[config.mk]
export PLATFORM = sky130hd
export DESIGN_NAME = inst_prefetch_buffer_flat
export DESIGN_NICKNAME = d
export VERILOG_FILES = /design/src/rtl/inst_prefetch_buffer_if.sv /design/src/rtl/inst_prefetch_buffer.sv /design/src/flat_wrapper.sv
export SDC_FILE = /design/constraint.sdc
export NUM_CORES = 1
export LEC_CHECK = 0
export BUFFER_PORTS_ARGS = -buffer_cell sky130_fd_sc_hd__buf_2
export CAP_MARGIN = 20
export CORE_UTILIZATION = 37
export DETAILED_ROUTE_END_ITERATION = 6
export GPL_ROUTABILITY_DRIVEN = 0
export PLACE_DENSITY_LB_ADDON = 0.12
export SLEW_MARGIN = 10
export SYNTH_ARGS = -nofsm -noshare
export SYNTH_HDL_FRONTEND = slang
export SYNTH_SLANG_ARGS = --single-unit
[constraint.sdc]
create_clock -name clk -period 17 [get_ports clk]
set_input_delay 1.7 -clock clk [delete_from_list [all_inputs] [get_ports clk]]
set_output_delay 1.7 -clock clk [all_outputs]
set_load 0.02 [all_outputs]
[src/rtl/inst_prefetch_buffer_if.sv]
// Fetch-side bundle for inst_prefetch_buffer: redirect/stall from ID, memory handshake, IF/ID outputs.
interface inst_prefetch_buffer_if #(
    parameter int unsigned DEPTH = 4
);
    logic                     redirect_valid;
    logic [31:0]              redirect_pc;
    logic                     stall;
    logic                     mem_req;
    logic [31:0]              mem_addr;
    logic                     mem_ack;
    logic [31:0]              mem_rdata;
    logic                     inst_valid;
    logic [31:0]              inst_out;
    logic [31:0]              pc_out;
    logic [31:0]              npc_out;
    logic [$clog2(DEPTH):0]   occupancy;

    modport master (
        input  redirect_valid, redirect_pc, stall, mem_ack, mem_rdata,
        output mem_req, mem_addr, inst_valid, inst_out, pc_out, npc_out, occupancy
    );

    modport slave (
        output redirect_valid, redirect_pc, stall, mem_ack, mem_rdata,
        input  mem_req, mem_addr, inst_valid, inst_out, pc_out, npc_out, occupancy
    );
endinterface

[src/rtl/inst_prefetch_buffer.sv]
// Instruction prefetch buffer: one outstanding memory request, DEPTH-entry {pc, inst} FIFO, redirect flush.
// Optional PREFETCH_BYPASS_EN forwards an ack straight to the outputs when the FIFO is empty.
module inst_prefetch_buffer #(
    parameter int unsigned DEPTH    = 4,
    parameter logic [31:0] RESET_PC = 32'h0000_0000
) (
    input  logic                    clk,
    input  logic                    rst,
    inst_prefetch_buffer_if.master  bus
);
    localparam int unsigned   PW      = $clog2(DEPTH);
    localparam int unsigned   OW      = PW + 1;
    localparam logic [OW-1:0] DEPTH_C = OW'(DEPTH);

    typedef enum logic [1:0] {IDLE, WAIT, DROP} state_t;

    state_t        state_q, state_d;
    logic          mem_req_q;
    logic [31:0]   mem_addr_q, mem_addr_d;
    logic [31:0]   fetch_pc_q, fetch_pc_d;

    logic [31:0]   fifo_inst [DEPTH];
    logic [31:0]   fifo_pc   [DEPTH];
    logic [PW-1:0] wr_ptr_q, rd_ptr_q, rd_ptr_d;
    logic [OW-1:0] occ_q, occ_d, occ_after_pop;
    logic          valid_q;
    logic [31:0]   head_inst_q, head_inst_d;
    logic [31:0]   head_pc_q, head_pc_d;

    logic          redirect;
    logic [31:0]   redirect_target;
    logic          ack_ok, accept, bypass_hit, bypass_take, push, pop;

    logic          out_valid;
    logic [31:0]   out_inst, out_pc;

    always_comb begin
        redirect        = bus.redirect_valid;
        redirect_target = {bus.redirect_pc[31:2], 2'b00};
        ack_ok          = mem_req_q && bus.mem_ack;
        accept          = (state_q == WAIT) && ack_ok && !redirect;
        bypass_hit      = 1'b0;
`ifdef PREFETCH_BYPASS_EN
        bypass_hit      = accept && (occ_q == '0);
`endif
        bypass_take     = bypass_hit && !bus.stall;
        push            = accept && !bypass_take;
        pop             = valid_q && !bus.stall && !redirect;
        occ_after_pop   = occ_q - OW'(pop);
        rd_ptr_d        = rd_ptr_q + PW'(pop);
        occ_d           = redirect ? '0 : occ_after_pop + OW'(push);

        // Head register preloads the entry that will be at the front after this edge.
        head_inst_d = head_inst_q;
        head_pc_d   = head_pc_q;
        if (!redirect) begin
            if (occ_after_pop != '0) begin
                head_inst_d = fifo_inst[rd_ptr_d];
                head_pc_d   = fifo_pc[rd_ptr_d];
            end else if (push) begin
                head_inst_d = bus.mem_rdata;
                head_pc_d   = fetch_pc_q;
            end
        end

        if (redirect)
            fetch_pc_d = redirect_target;
        else if (accept)
            fetch_pc_d = fetch_pc_q + 32'd4;
        else
            fetch_pc_d = fetch_pc_q;

        state_d = state_q;
        unique case (state_q)
            IDLE: if (!redirect && occ_d < DEPTH_C) state_d = WAIT;
            WAIT: begin
                if (redirect)
                    state_d = ack_ok ? IDLE : DROP;
                else if (ack_ok)
                    state_d = (occ_d < DEPTH_C) ? WAIT : IDLE;
            end
            DROP: if (ack_ok) state_d = IDLE;
            default: state_d = IDLE;
        endcase

        // The abandoned request keeps its address until memory acknowledges it.
        mem_addr_d = (state_d == DROP) ? mem_addr_q : fetch_pc_d;
    end

    always_ff @(posedge clk or posedge rst) begin
        if (rst) begin
            state_q     <= IDLE;
            mem_req_q   <= 1'b0;
            mem_addr_q  <= RESET_PC;
            fetch_pc_q  <= RESET_PC;
            wr_ptr_q    <= '0;
            rd_ptr_q    <= '0;
            occ_q       <= '0;
            valid_q     <= 1'b0;
            head_inst_q <= '0;
            head_pc_q   <= '0;
        end else begin
            state_q     <= state_d;
            mem_req_q   <= (state_d != IDLE);
            mem_addr_q  <= mem_addr_d;
            fetch_pc_q  <= fetch_pc_d;
            occ_q       <= occ_d;
            valid_q     <= (occ_d != '0);
            head_inst_q <= head_inst_d;
            head_pc_q   <= head_pc_d;
            if (redirect) begin
                wr_ptr_q <= '0;
                rd_ptr_q <= '0;
            end else begin
                wr_ptr_q <= wr_ptr_q + PW'(push);
                rd_ptr_q <= rd_ptr_d;
            end
        end
    end

    always_ff @(posedge clk) begin
        if (push) begin
            fifo_inst[wr_ptr_q] <= bus.mem_rdata;
            fifo_pc[wr_ptr_q]   <= fetch_pc_q;
        end
    end

    always_comb begin
        out_valid = valid_q;
        out_inst  = head_inst_q;
        out_pc    = head_pc_q;
`ifdef PREFETCH_BYPASS_EN
        if (bypass_hit) begin
            out_valid = 1'b1;
            out_inst  = bus.mem_rdata;
            out_pc    = fetch_pc_q;
        end
`endif
    end

    assign bus.mem_req    = mem_req_q;
    assign bus.mem_addr   = mem_addr_q;
    assign bus.inst_valid = out_valid;
    assign bus.inst_out   = out_inst;
    assign bus.pc_out     = out_pc;
    assign bus.npc_out    = out_pc + 32'd4;
    assign bus.occupancy  = occ_q;
endmodule

[src/flat_wrapper.sv]
// flat-port wrapper written by rule: the top's interface ports become plain ports
module inst_prefetch_buffer_flat 
#(
    parameter int unsigned DEPTH    = 4,
    parameter logic [31:0] RESET_PC = 32'h0000_0000
)
  (clk, rst, bus_redirect_valid, bus_redirect_pc, bus_stall, bus_mem_ack, bus_mem_rdata, bus_mem_req, bus_mem_addr, bus_inst_valid, bus_inst_out, bus_pc_out, bus_npc_out, bus_occupancy);
  inst_prefetch_buffer_if #(.DEPTH(DEPTH)) bus_i ();
  input  logic clk;
  input  logic rst;
  input wire logic [$bits(bus_i.redirect_valid)-1:0] bus_redirect_valid;
  input wire logic [$bits(bus_i.redirect_pc)-1:0] bus_redirect_pc;
  input wire logic [$bits(bus_i.stall)-1:0] bus_stall;
  input wire logic [$bits(bus_i.mem_ack)-1:0] bus_mem_ack;
  input wire logic [$bits(bus_i.mem_rdata)-1:0] bus_mem_rdata;
  output wire logic [$bits(bus_i.mem_req)-1:0] bus_mem_req;
  output wire logic [$bits(bus_i.mem_addr)-1:0] bus_mem_addr;
  output wire logic [$bits(bus_i.inst_valid)-1:0] bus_inst_valid;
  output wire logic [$bits(bus_i.inst_out)-1:0] bus_inst_out;
  output wire logic [$bits(bus_i.pc_out)-1:0] bus_pc_out;
  output wire logic [$bits(bus_i.npc_out)-1:0] bus_npc_out;
  output wire logic [$bits(bus_i.occupancy)-1:0] bus_occupancy;
  assign bus_i.redirect_valid = bus_redirect_valid;
  assign bus_i.redirect_pc = bus_redirect_pc;
  assign bus_i.stall = bus_stall;
  assign bus_i.mem_ack = bus_mem_ack;
  assign bus_i.mem_rdata = bus_mem_rdata;
  assign bus_mem_req = bus_i.mem_req;
  assign bus_mem_addr = bus_i.mem_addr;
  assign bus_inst_valid = bus_i.inst_valid;
  assign bus_inst_out = bus_i.inst_out;
  assign bus_pc_out = bus_i.pc_out;
  assign bus_npc_out = bus_i.npc_out;
  assign bus_occupancy = bus_i.occupancy;
  inst_prefetch_buffer #(.DEPTH(DEPTH), .RESET_PC(RESET_PC)) u_core (.clk(clk), .rst(rst), .bus(bus_i));
endmodule
# == Yosys cells after proc, flatten, opt, wreduce, memory -nomap -nowiden ==
# Memory sizes are Yosys's and may differ from the RTL's.
# Index checks and enable logic that the tools add are counted.
# totals
regBits,139
mem_bits_rw,256
in_bits,69
output_inout_bits,133
word_cells,55
n_memories,2
# op_classes
add_sub_neg,6
n_lt_le_gt_ge,1
n_eq_ne,3
muxes,18
bitwise_logic,1
n_reduce_logical,14
# mem_list
memory,words,word_bits,rd,rd_ports_with_merged_regs,write_ports,line,rtl
u_core.fifo_inst,4,32,1,0,1,inst_prefetch_buffer.sv:22,logic [31:0] fifo_inst [DEPTH];
u_core.fifo_pc,4,32,1,0,1,inst_prefetch_buffer.sv:23,logic [31:0] fifo_pc [DEPTH];
# ops
op,count
2-to-1 mux 32 bit,6
"adder 32 x 3 -> 32 bit, second input constant",2
2-to-1 mux 2 bit,7
logical AND 1 bit,6
one-hot mux 2 bit (3 select lines),1
nonzero test 3 bit,2
adder 2 x 1 -> 2 bit,2
"== test 2 bit, second input constant",2
nonzero test 2 bit,2
adder 3 x 1 -> 3 bit,1
"less-than comparator 3 bit, second input constant",1
2-to-1 mux 1 bit,3
2-to-1 mux 3 bit,1
subtractor 3 x 1 -> 3 bit,1
"== test 2 x 1 -> 1 bit, second input constant",1
zero test 1 bit,2
zero test 2 bit,1
AND reduction 2 bit,1
NOT 1 bit,1

# == Depth between registers and ports, before layout ==
# Gate-level depths: netlist of run 1.
# depth
depth_word,12
ltp_mapped,11
ltp_nobuf,9

# == Worst setup path before layout of run 1 ==
# Ideal clock, no wire load.
# synth_path
path_type,input -> register
from,input port bus_redirect_valid
to,"memory u_core.fifo_inst[2][0], enable pin"
setup_ns,0.666
t_arrival_ns,8.551
required_time_ns,16.334
setup_slack_ns,7.782
cell_stages,2
n_path_buf,0
path_cell_list,nand4bb_4 nor4b_1
# synth_via
elab_chain_cells,4
# synth_rtl
element,line,rtl
start: declaration,flat_wrapper.sv:11,input wire logic [$bits(bus_i.redirect_valid)-1:0] bus_redirect_valid;
zero test 1 bit,inst_prefetch_buffer.sv:41,accept = (state_q == WAIT) && ack_ok && !redirect;
logical AND 1 bit,inst_prefetch_buffer.sv:41,
2-to-1 mux 1 bit,inst_prefetch_buffer.sv:122,if (push) begin
2-to-1 mux 1 bit (not written as such),inst_prefetch_buffer.sv:123,fifo_inst[wr_ptr_q] <= bus.mem_rdata;
end: declaration,inst_prefetch_buffer.sv:22,
# No other way between the ends.

# == Worst setup path after layout of run 1 ==
# layout_path
from,input port bus_redirect_valid
to,"memory u_core.fifo_pc[1][23], enable pin"
# layout_via
elab_chain_cells,4
# layout_rtl
element,line,rtl
zero test 1 bit,inst_prefetch_buffer.sv:41,
logical AND 1 bit,inst_prefetch_buffer.sv:41,
2-to-1 mux 1 bit,inst_prefetch_buffer.sv:122,
2-to-1 mux 1 bit (not written as such),inst_prefetch_buffer.sv:124,fifo_pc[wr_ptr_q] <= fetch_pc_q;
end: declaration,inst_prefetch_buffer.sv:23,
# No other way between the ends.

==> impl_metrics.csv, run 1 <==
group,metric,value,unit
synthesis,synth_edf_count,256,
synthesis,synthTopCellsByArea,"edfxtp_1 (47%), dfrtp_1 (21%), nand2_1 (7.2%)",
synthesis,synth_area_leader_cell,"edfxtp_1",
sta,finalHoldViolations,0,
die,die-width,212,microns
synthesis,syn-cell-area,16400,sq um
setup_path,worstReg2RegEnd,"u_core.fifo_pc[1][23]",
global_routing,use_met1,27.0,%
global_routing,grtUsageTotal,19.4,%
synthesis,yosysWarnings,0,
global_routing,top_usage_layer,"met2",
min_path,hold_end,"u_core.bus.inst_out[2]",
layout,n_antenna_cell,0,
routing,drtIter0Drc,725,
synthesis,yosys.area.top_type_share,47.0,%
setup_path,critPathSlowestCell,"buf_4",
synthesis,ys_seq_elements,395,
place,io_buffers,199,
clock_network,cts_tree,"yes",
setup_path,cpMostUsedCell,"buf_4",
min_path,hold_path_depth,1,
synthesis,async_flop_share,35.2,%
setup_path,cp.arrival,5440,ps
setup_path,critPathMaxFanout,57,
clock_network,clk_latency,550,ps
global_routing,antenna_found_initial,1,
synthesis,synth_cell_types,45,
die,ioPinCount,202,
global_routing,met2_usage,31.0,%
routing,via_per_inst,5.17,
sta,max_freq,190,MHz
synthesis,ys_seq_area_share,68.2,%
routing,drcViolationCount,0,
routing,vias,11000,
clock_network,ctsHoldBuffers,0,
setup_path,critPathRequiredTime,17180,ps
min_path,hold_path.startpoint,"u_core.bus.inst_out[2]",
layout,drive_above_1_share,21.7,%
sta,fin_skew,10.7,ps
synthesis,ys.flop_type,"edfxtp_1",
sta,finalSetupTns,0,ps
clock_network,cts_buffers,44,
min_path,hp-class,"reg2reg",
synthesis,syn_nets,1405,
sta,fin_crit_sh,30.9,%
global_routing,grt_max_degree,80,
layout,fill_cells,4012,
clock_network,clk_pin_slew_worst_paths,60,ps
clock_network,clock_sinks,395,
sta,finalCriticalPeriod,5260,ps
setup_path,reg2reg_depth,6,
place,post-dp-hpwl,24.3,mm
clock_network,clock_path_buffers,3,
clock_network,post_cts_buffers,0,
die,placementRows,76,
power,p_total,3.21,mW
sta,slew_violations,0,
clock_network,cts_resized,0,
routing,drt_wl_total,43.3,mm
setup_path,reg2reg_from,"u_core.state_q[1]",
die,initial_core_util,37.7,%
flow_run,max-cap-violations,0,
clock_network,clock-root-buffer,"clkbuf_16",
synthesis,netlist_instances,1330,
power,peakVddDrop,95.0,uV
routing,wl_per_cell,20.3,microns
global_routing,grt_pass1_wl,66.1,mm
die,die_y,212,microns
sta,relSlewSlack,27.3,%
setup_path,crit_chain,"buf_2 -> buf_4 -> nand4bb_4 -> nor2_4 -> buf_4 -> nand2_1 -> nor2_4 -> buf_4",
setup_path,r2r_slack,12930,ps
setup_path,critical_path_class,"in2reg",
clock_network,h-tree-depth,2,
global_routing,grtUsageMet3,3.03,%
global_routing,grt_overflow,0,
layout,areaGrowthSynthToFinish,18.5,%
setup_path,crit_path_end_kind,"flop",
setup_path,cpPeakStageDelay,730,ps
die,coreArea,43400,sq um
run_status,outcome,"finished, final reports clean",
sta,setup_violations,0,
synthesis,synth_area_per_cell,12.3,sq um
power,power.static_leakage,7.53,nW
layout,nNetsFinal,1587,
sta,grt_setup_unrepaired,"false",
die,die_area,45100,sq um
sta,worst_pin_slew,1090,ps
routing,ant_nets,0,
global_routing,first_global_vias,10800,
setup_path,cp-start-kind,"primary input",
power,power.density,166,nW/um^2
routing,dr.pass1.iters,5,
[layer usage]
layer  routed length (microns)  part of all wire [%]
met1                     20100                    46
met2                     20100                    47
met3                      1890                   4.4
met4                      1130                   2.6
met5                        13                 0.030
[power breakdown]
part | leakage [nW] | total, mW | internal [mW] | switching (mW)
Sequential | 4.00 | 1.30 | 1.16 | 0.142
Clock | 0.684 | 0.924 | 0.551 | 0.372
Combinational | 2.85 | 0.985 | 0.360 | 0.625
Total | 7.53 | 3.21 | 2.07 | 1.14
[flip-flops by register name (all words and copies together) (netlist names)]
name and flops:
u_core.bus.mem_addr 32, u_core.bus.inst_valid 1, u_core.fifo_pc 128, u_core.bus.pc_out 32, u_core.bus.inst_out 32, u_core.state_q 2, u_core.bus.occupancy 3, u_core.rd_ptr_q 2
u_core.wr_ptr_q 2, u_core.bus.mem_req 1, u_core.fifo_inst 128, u_core.fetch_pc_q 32
[stage by stage]
step	hold WS [ps]	worst slack, ps	std cells	instance area, sq um	utilization (%)
2_1_floorplan	468	7780	1330	16400	-
3_3_place_gp	482	11180	2051	18000	41.5
3_5_place_dp	490	11150	2051	18000	41.5
4_1_cts	504	11710	2131	19400	44.7
5_1_grt	516	11520	2131	19400	44.7
6_report	494	11740	2131	19400	44.7
[cells in the final DEF (no fill, tap or decap), types with 9 or more instances in the layout]
cell type    n
edfxtp_1   256
nand4_1     11
dfrtp_1    139
xnor2_1     27
xor2_1      36
nor2_1      40
a21oi_1     73
a31oi_1     64
a221o_1     14
inv_1        9
and3_1      11
mux2_2      28
buf_2      199
clkbuf_16   45
a22o_1      64
o21ai_0     14
clkbuf_1    15
nand2_1    315
buf_4       19
nand3_1     83
[cell type report]
| cell class | instances | area (sq um) | share of cell area [%] |
|---|---|---|---|
| flip-flops and latches | 395 | 11200 | 57.6 |
| repair buffers | 218 | 1140 | 5.87 |
| inverters | 11 | 46.3 | 0.239 |
| clock inverters | 12 | 108 | 0.555 |
| clock buffers | 68 | 1290 | 6.66 |
| multi-input cells | 842 | 4920 | 25.3 |
| well taps | 585 | 732 | 3.77 |
[worst max-delay path by stage]
stage / startpoint / to / slack, ps
3_5_place_dp: bus_redirect_valid / u_core.fifo_inst[1][5] / 11150
5_1_grt: bus_redirect_valid / u_core.fifo_pc[1][18] / 11520
2_1_floorplan: bus_redirect_valid / u_core.fifo_inst[2][0] / 7780
6_report: bus_redirect_valid / u_core.fifo_pc[1][23] / 11740
3_3_place_gp: bus_redirect_valid / u_core.fifo_inst[1][5] / 11180
4_1_cts: u_core.bus.pc_out[11] / bus_npc_out[31] / 11710
[cell usage after synthesis, types with 3 or more instances]
| cell type | n |
|---|---|
| buf_1 | 10 |
| nand3_1 | 83 |
| clkbuf_1 | 52 |
| a31oi_1 | 65 |
| a22o_1 | 64 |
| dfrtp_1 | 139 |
| nor2b_1 | 9 |
| and3_1 | 12 |
| ha_1 | 6 |
| nor2_1 | 43 |
| edfxtp_1 | 256 |
| nand4_1 | 11 |
| nor3_1 | 6 |
| and4_1 | 6 |
| inv_1 | 10 |
| nand2_1 | 315 |
| xnor2_1 | 28 |
| xor2_1 | 37 |
| buf_2 | 18 |
| mux2_2 | 28 |
| and2_1 | 3 |
| a221o_1 | 14 |
| o21ai_0 | 14 |
| a21oi_1 | 73 |
[logic make-up (layout without fill, tap and decap cells)]
group           after synthesis  after routing  synth area share [%]
compound gates              233            233                  9.59
flops                       395            395                  68.2
buf+inv                      93            309                  2.32
mux                          30             30                  2.08
fa+ha+maj                     6              6                 0.459
simple gates                508            508                  13.9
xor+xnor                     65             65                  3.48
[critical path, delay by kind of cell]
| family | cells | cell delay (ps) |
|---|---|---|
| and+or+nand+nor | 4 | 1800 |
| buffers and inverters | 4 | 1850 |
Note: power is estimated with default switching activity, not from simulation.
==> inputs of run 2 (changes only) <==
==> constraint.sdc (replaced) <==
create_clock -name clk -period 4.6 [get_ports clk]
set_input_delay 0.46 -clock clk [delete_from_list [all_inputs] [get_ports clk]]
set_output_delay 0.46 -clock clk [all_outputs]
set_load 0.02 [all_outputs]
==> run 2 against run 1 <==
Non-clock buffer count is 1 lower. Largest power group unchanged. Critical endpoint is now bus_npc_out[31]. Critical path type is now reg2out. Setup slack lost 11000 ps. Count of clock-buffer cells in the layout shrank 3. Total power rose to 3.7 times the previous value. Design area rose by 0.70%. Clock power grew to 3.7 times the previous value. Largest cell class unchanged. Sequential power rose to 3.7 times the previous value. Critical path depth did not move. Routed wire length increased by 1.1%.
==> impl_metrics.csv, run 2 (same netlist as run 1, synthesis figures left out) <==
group,metric,value,unit
global_routing,first_global_vias,10900,
sta,relSlewSlack,32.4,%
die,ioPinCount,202,
sta,slew_violations,0,
setup_path,critPathRequiredTime,4140,ps
clock_network,clk_pin_slew_worst_paths,60,ps
routing,drtIter0Drc,875,
clock_network,ctsHoldBuffers,0,
run_status,outcome,"finished, final reports clean",
die,initial_core_util,37.7,%
layout,drive_above_1_share,21.8,%
clock_network,cts_resized,0,
layout,final_area,19500,sq um
power,power.density,612,nW/um^2
sta,grt_setup_unrepaired,"false",
power,intPower,7.67,mW
sta,finalCriticalPeriod,3510,ps
sta,setup_violations,0,
die,die_y,212,microns
layout,final_common_cell,"nand2_1",
global_routing,grt_overflow,0,
clock_network,cts_tree,"yes",
layout,fin_cells,2134,
setup_path,cp-start-kind,"flop",
sta,finalHoldViolations,0,
die,die-width,212,microns
setup_path,crit_path_end_kind,"output pin",
routing,vias,11100,
die,coreArea,43400,sq um
flow_run,max-cap-violations,0,
clock_network,h-tree-depth,2,
power,peakVddDrop,384,uV
die,die_area,45100,sq um
setup_path,cpMostUsedCell,"nor3_1",
clock_network,clock-root-buffer,"clkbuf_16",
clock_network,clk_latency,580,ps
place,post-dp-hpwl,23.8,mm
routing,dr.pass1.iters,5,
setup_path,crit_chain,"and4_1 -> nand3_1 -> nor3_1 -> nand2_1 -> nor3_1 -> buf_4 -> xor2_1 -> buf_2",
setup_path,critPathTopFamily,"simple AND/OR/NAND/NOR gates",
sta,finalSetupTns,0,ps
min_path,hp-class,"in2async",
place,place_inst,2050,
setup_path,critPathSlowestCell,"dfrtp_1",
global_routing,antenna_found_initial,1,
clock_network,cts_buffers,45,
power,power_frac_clock,28.7,%
clock_network,clock_sinks,395,
global_routing,grtUsageTotal,19.5,%
clock_network,clock_path_buffers,3,
die,placementRows,76,
routing,drt_wl_total,43.8,mm
power,power.static_leakage,7.56,nW
layout,largest_registers,"u_core.fifo_inst x128, u_core.fifo_pc x128",
layout,mostFrequentLayoutCells,"nand2_1 (315), edfxtp_1 (256), buf_2 (199)",
layout,nNetsFinal,1587,
sta,max_freq,285,MHz
setup_path,path_buf_inv,2,
power,p_switching,4.28,mW
setup_path,cpPeakStageDelay,550,ps
global_routing,grt_max_degree,129,
sta,fin_skew,29.9,ps
routing,drcViolationCount,0,
power,comb_power_share,30.9,%
layout,areaGrowthSynthToFinish,19.4,%
sta,fin_crit_sh,76.4,%
setup_path,critPathMaxFanout,6,
routing,via_per_inst,5.20,
setup_path,critical_path_class,"reg2out",
power,seq_power_share,40.3,%
global_routing,grt_pass1_wl,66.0,mm
routing,ant_nets,0,
place,io_buffers,199,
sta,worst_pin_slew,1010,ps
routing,wl_per_cell,20.5,microns
clock_network,post_cts_buffers,0,
place,place_area,18100,sq um
power,switching_share,35.8,%
setup_path,cp.arrival,3050,ps
==> run 2: stage by stage <==
stage / utilization [%] / power (mW) / hold slack, ps / setup WS (ps)
after floorplan: - / 7.22 / 468 / 132
after global placement: 41.8 / 8.58 / 482 / 1210
after detailed placement: 41.8 / 8.63 / 489 / 1200
after CTS: 45.0 / 12.1 / 35.4 / 1030
after global routing: 45.1 / 12.6 / 72.6 / 846
final: 45.1 / 11.9 / 10.4 / 1090
==> run 2: layout make-up <==
cell class              instances  area [sq um]
well taps                     585           732
flip-flops and latches        395         11200
repair buffers                217          1240
multi-input cells             842          4930
inverters                      11          46.3
fillers                      4024         23800
clock buffers                  65          1260
diodes                          1          2.50
clock inverters                18           150
==> run 2: power by group through the flow <==
stage	clock [mW]	sequential (mW)	combinational, mW
final	3.43	4.82	3.69
after global routing	3.66	4.89	4.03
after CTS	3.54	4.83	3.75
after detailed placement	0	4.89	3.74
after global placement	0	4.89	3.70
after floorplan	0	5.20	2.02
==> run 2: final timing paths <==
check	from	end	slack, ps	cells past startpoint
min in group clk	bus_mem_rdata[29]	u_core.fifo_inst[3][29]	120	1
hold / removal	rst	u_core.bus.mem_addr[3]	10	2
setup / recovery	u_core.bus.pc_out[11]	bus_npc_out[31]	1090	8
hold reg to reg	u_core.bus.inst_out[9]	u_core.bus.inst_out[9]	500	1
setup reg to reg	u_core.bus.inst_valid	u_core.bus.pc_out[26]	1470	8
max in group asynchronous	rst	u_core.bus.inst_out[3]	3670	3
==> run 2: metal layers <==
metal,vias to the layer above,global-route usage (%),wire (microns)
met5,-,0,0
met3,68,2.72,2080
met2,294,31.1,20600
met1,5532,27.1,19900
met4,0,7.14,1200
li1,5195,-,-
==> inputs of run 3 (changes only) <==
--- a/config.mk
+++ b/config.mk
@@ -5,6 +5,7 @@
 export SDC_FILE = /design/constraint.sdc
 export NUM_CORES = 1
 export LEC_CHECK = 0
+export ABC_AREA = 1
 export BUFFER_PORTS_ARGS = -buffer_cell sky130_fd_sc_hd__buf_2
 export CAP_MARGIN = 20
 export CORE_UTILIZATION = 37
==> constraint.sdc (replaced) <==
create_clock -name clk -period 3.2 [get_ports clk]
set_input_delay 0.32 -clock clk [delete_from_list [all_inputs] [get_ports clk]]
set_output_delay 0.32 -clock clk [all_outputs]
set_load 0.02 [all_outputs]
==> run 3 against run 2 <==
Hold slack improved by 21 ps. Sequential share of layout area fell by 5.3 points. Non-clock buffer count rose by 56. Total power rose by 46%. Count of clock-buffer cells in the layout fell by 10. Synthesized cell count rose by 25%. Global-route usage rose by 1.1 points. Clock power rose by 54%. Utilization rose by 0.13 points. Combinational power rose by 39%. Critical path type unchanged. Highest routed layer unchanged.
==> impl_metrics.csv, run 3 <==
group,metric,value,unit
routing,vias,12800,
routing,wl_per_cell,19.8,microns
setup_path,cp.arrival,2730,ps
die,ioPinCount,202,
sta,finalHoldViolations,0,
die,placementRows,80,
setup_path,cpMostUsedCell,"nand2_1",
die,coreArea,47600,sq um
routing,drtIter0Drc,967,
routing,drt_wl_total,50.4,mm
min_path,hp-class,"in2reg",
synthesis,syn-cell-area,17800,sq um
sta,fin_skew,24.3,ps
clock_network,h-tree-depth,2,
setup_path,cp-start-kind,"flop",
clock_network,clk_pin_slew_worst_paths,60,ps
global_routing,first_global_vias,12600,
synthesis,synth_mux_area_share,0,%
synthesis,yosysWarnings,0,
synthesis,syn_nets,1733,
clock_network,cts_buffers,45,
setup_path,critPathMaxFanout,6,
global_routing,grt_max_degree,129,
layout,n_antenna_cell,0,
synthesis,synthTopCellsByCount,"nand2_1 (389), edfxtp_1 (256), dfrtp_1 (139), nand3_1 (124), o211ai_1 (119)",
sta,setup_ws,151,ps
synthesis,ys.flop_type,"edfxtp_1",
global_routing,grtUsageTotal,20.5,%
place,place_inst,2418,
global_routing,grt_pass1_wl,77.2,mm
synthesis,netlist_instances,1658,
flow_run,max-cap-violations,0,
global_routing,use_met1,30.2,%
sta,finalSetupTns,0,ps
setup_path,critical_path_class,"reg2out",
power,peakVddDrop,412,uV
global_routing,grtUsageMet3,3.31,%
sta,grt_setup_unrepaired,"false",
setup_path,critPathRequiredTime,2880,ps
sta,fin_crit_sh,95.3,%
synthesis,synth_edf_count,256,
synthesis,synth_area_per_cell,10.7,sq um
synthesis,ys_seq_area_share,62.7,%
layout,areaGrowthSynthToFinish,20.8,%
place,place_area,19600,sq um
clock_network,cts_tree,"yes",
routing,drcViolationCount,0,
layout,fin_cells,2544,
layout,largest_registers,"u_core.fifo_inst x128, u_core.fifo_pc x128",
layout,final_common_cell,"nand2_1",
power,power.static_leakage,8.60,nW
synthesis,synth.most_common_cell,"nand2_1",
sta,slew_violations,0,
layout,final_area,21500,sq um
synthesis,synth_xor_area_share,2.06,%
routing,dr.pass1.iters,5,
synthesis,synth_top_family_by_area,"simple AND/OR/NAND/NOR gates",
sta,max_freq,328,MHz
die,initial_core_util,37.4,%
synthesis,synthSimpleGateAreaFrac,20.4,%
place,post-dp-hpwl,31.2,mm
setup_path,crit_path_end_kind,"output pin",
clock_network,clock-root-buffer,"clkbuf_16",
global_routing,antenna_found_initial,0,
sta,relSlewSlack,34.7,%
synthesis,synthAdderAreaFrac,0.421,%
layout,mostFrequentLayoutCells,"nand2_1 (389), edfxtp_1 (256), buf_2 (199)",
global_routing,grt_overflow,0,
synthesis,synth_area_leader_cell,"edfxtp_1",
synthesis,synth_compound_area_share,8.85,%
place,dp_slack,559,ps
clock_network,clock_sinks,395,
clock_network,post_cts_buffers,0,
run_status,outcome,"finished, final reports clean",
synthesis,synthTopCellsByArea,"edfxtp_1 (43%), dfrtp_1 (20%), nand2_1 (8.2%)",
power,power.density,808,nW/um^2
die,die-width,221,microns
setup_path,critPathSlowestCell,"dfrtp_1",
synthesis,yosys.area.top_type_share,43.1,%
sta,worst_pin_slew,976,ps
die,die_y,221,microns
clock_network,clock_path_buffers,3,
sta,whs,31.2,ps
global_routing,met2_usage,31.7,%
die,die_area,49000,sq um
routing,via_per_inst,5.05,
routing,ant_nets,0,
setup_path,crit_chain,"nand2_1 -> nor2_1 -> nand2_1 -> nor4_4 -> nand2_1 -> nor2_1 -> xor2_1 -> buf_2",
sta,setup_violations,0,
sta,finalCriticalPeriod,3050,ps
synthesis,synth_cell_types,42,
layout,nNetsFinal,1968,
synthesis,async_flop_share,35.2,%
layout,drive_above_1_share,19.4,%
place,io_buffers,199,
synthesis,ys_seq_elements,395,
setup_path,cpPeakStageDelay,500,ps
clock_network,clk_latency,580,ps
global_routing,top_usage_layer,"met2",
## run 3: worst paths after layout
kind / start / endpoint / slack [ps] / cells past startpoint
worst min-delay path: bus_redirect_pc[11] / u_core.fetch_pc_q[11] / 30 / 3
max in group asynchronous: rst / u_core.bus.mem_addr[1] / 2090 / 4
min in group asynchronous: rst / u_core.bus.mem_addr[21] / 330 / 3
worst max register to register: u_core.bus.inst_valid / u_core.bus.inst_out[7] / 700 / 10
worst max-delay path: u_core.bus.pc_out[9] / bus_npc_out[24] / 150 / 8
worst min register to register: u_core.bus.inst_out[17] / u_core.bus.inst_out[17] / 470 / 2
## run 3: where the power goes
| group | switching (mW) | total [mW] | internal (mW) |
|---|---|---|---|
| Sequential | 0.753 | 6.96 | 6.21 |
| Clock | 2.11 | 5.29 | 3.18 |
| Combinational | 3.49 | 5.13 | 1.64 |
## run 3: final cells by class
cell class | instances | area [sq um]
clock buffer | 55 | 1210
inverter | 120 | 457
clock inverter | 28 | 304
timing repair buffer | 273 | 1880
tap | 615 | 769
fill | 4480 | 26100
multi-input combinational | 1058 | 5730
sequential | 395 | 11200
## run 3: through the flow
stage          power (mW)  util [%]
2_1_floorplan        10.2         -
3_3_place_gp         12.1      41.1
3_5_place_dp         12.2      41.1
4_1_cts              17.6      45.1
5_1_grt              18.3      45.2
6_report             17.4      45.2
## run 3: cell families after synthesis
group / count (synthesis)
flip-flops: 395
AO/OA/AOI/OAI: 232
AND/OR/NAND/NOR: 781
adder cells (fa/ha/maj): 6
XOR/XNOR: 39
buffers and inverters: 205
## run 3: critical path: cells and delay by family, from the launching register on
kind	cells	cell delay, ps
xor+xnor	1	210
buf+inv	1	210
flops	1	500
simple gates	6	1230
## run 3: what timing repair did
item | 4_1_cts | 5_1_grt
endpoints found under the hold margin | 156 | 0
endpoints found under the setup margin | 0 | 4
resized for setup | 0 | 3
hold buffers | 43 | 0
## run 3: routing by layer
layer	up-vias	routed length, microns
li1	6157	-
met1	6277	24500
met2	335	22500
met3	69	2480
met4	0	982
met5	-	0
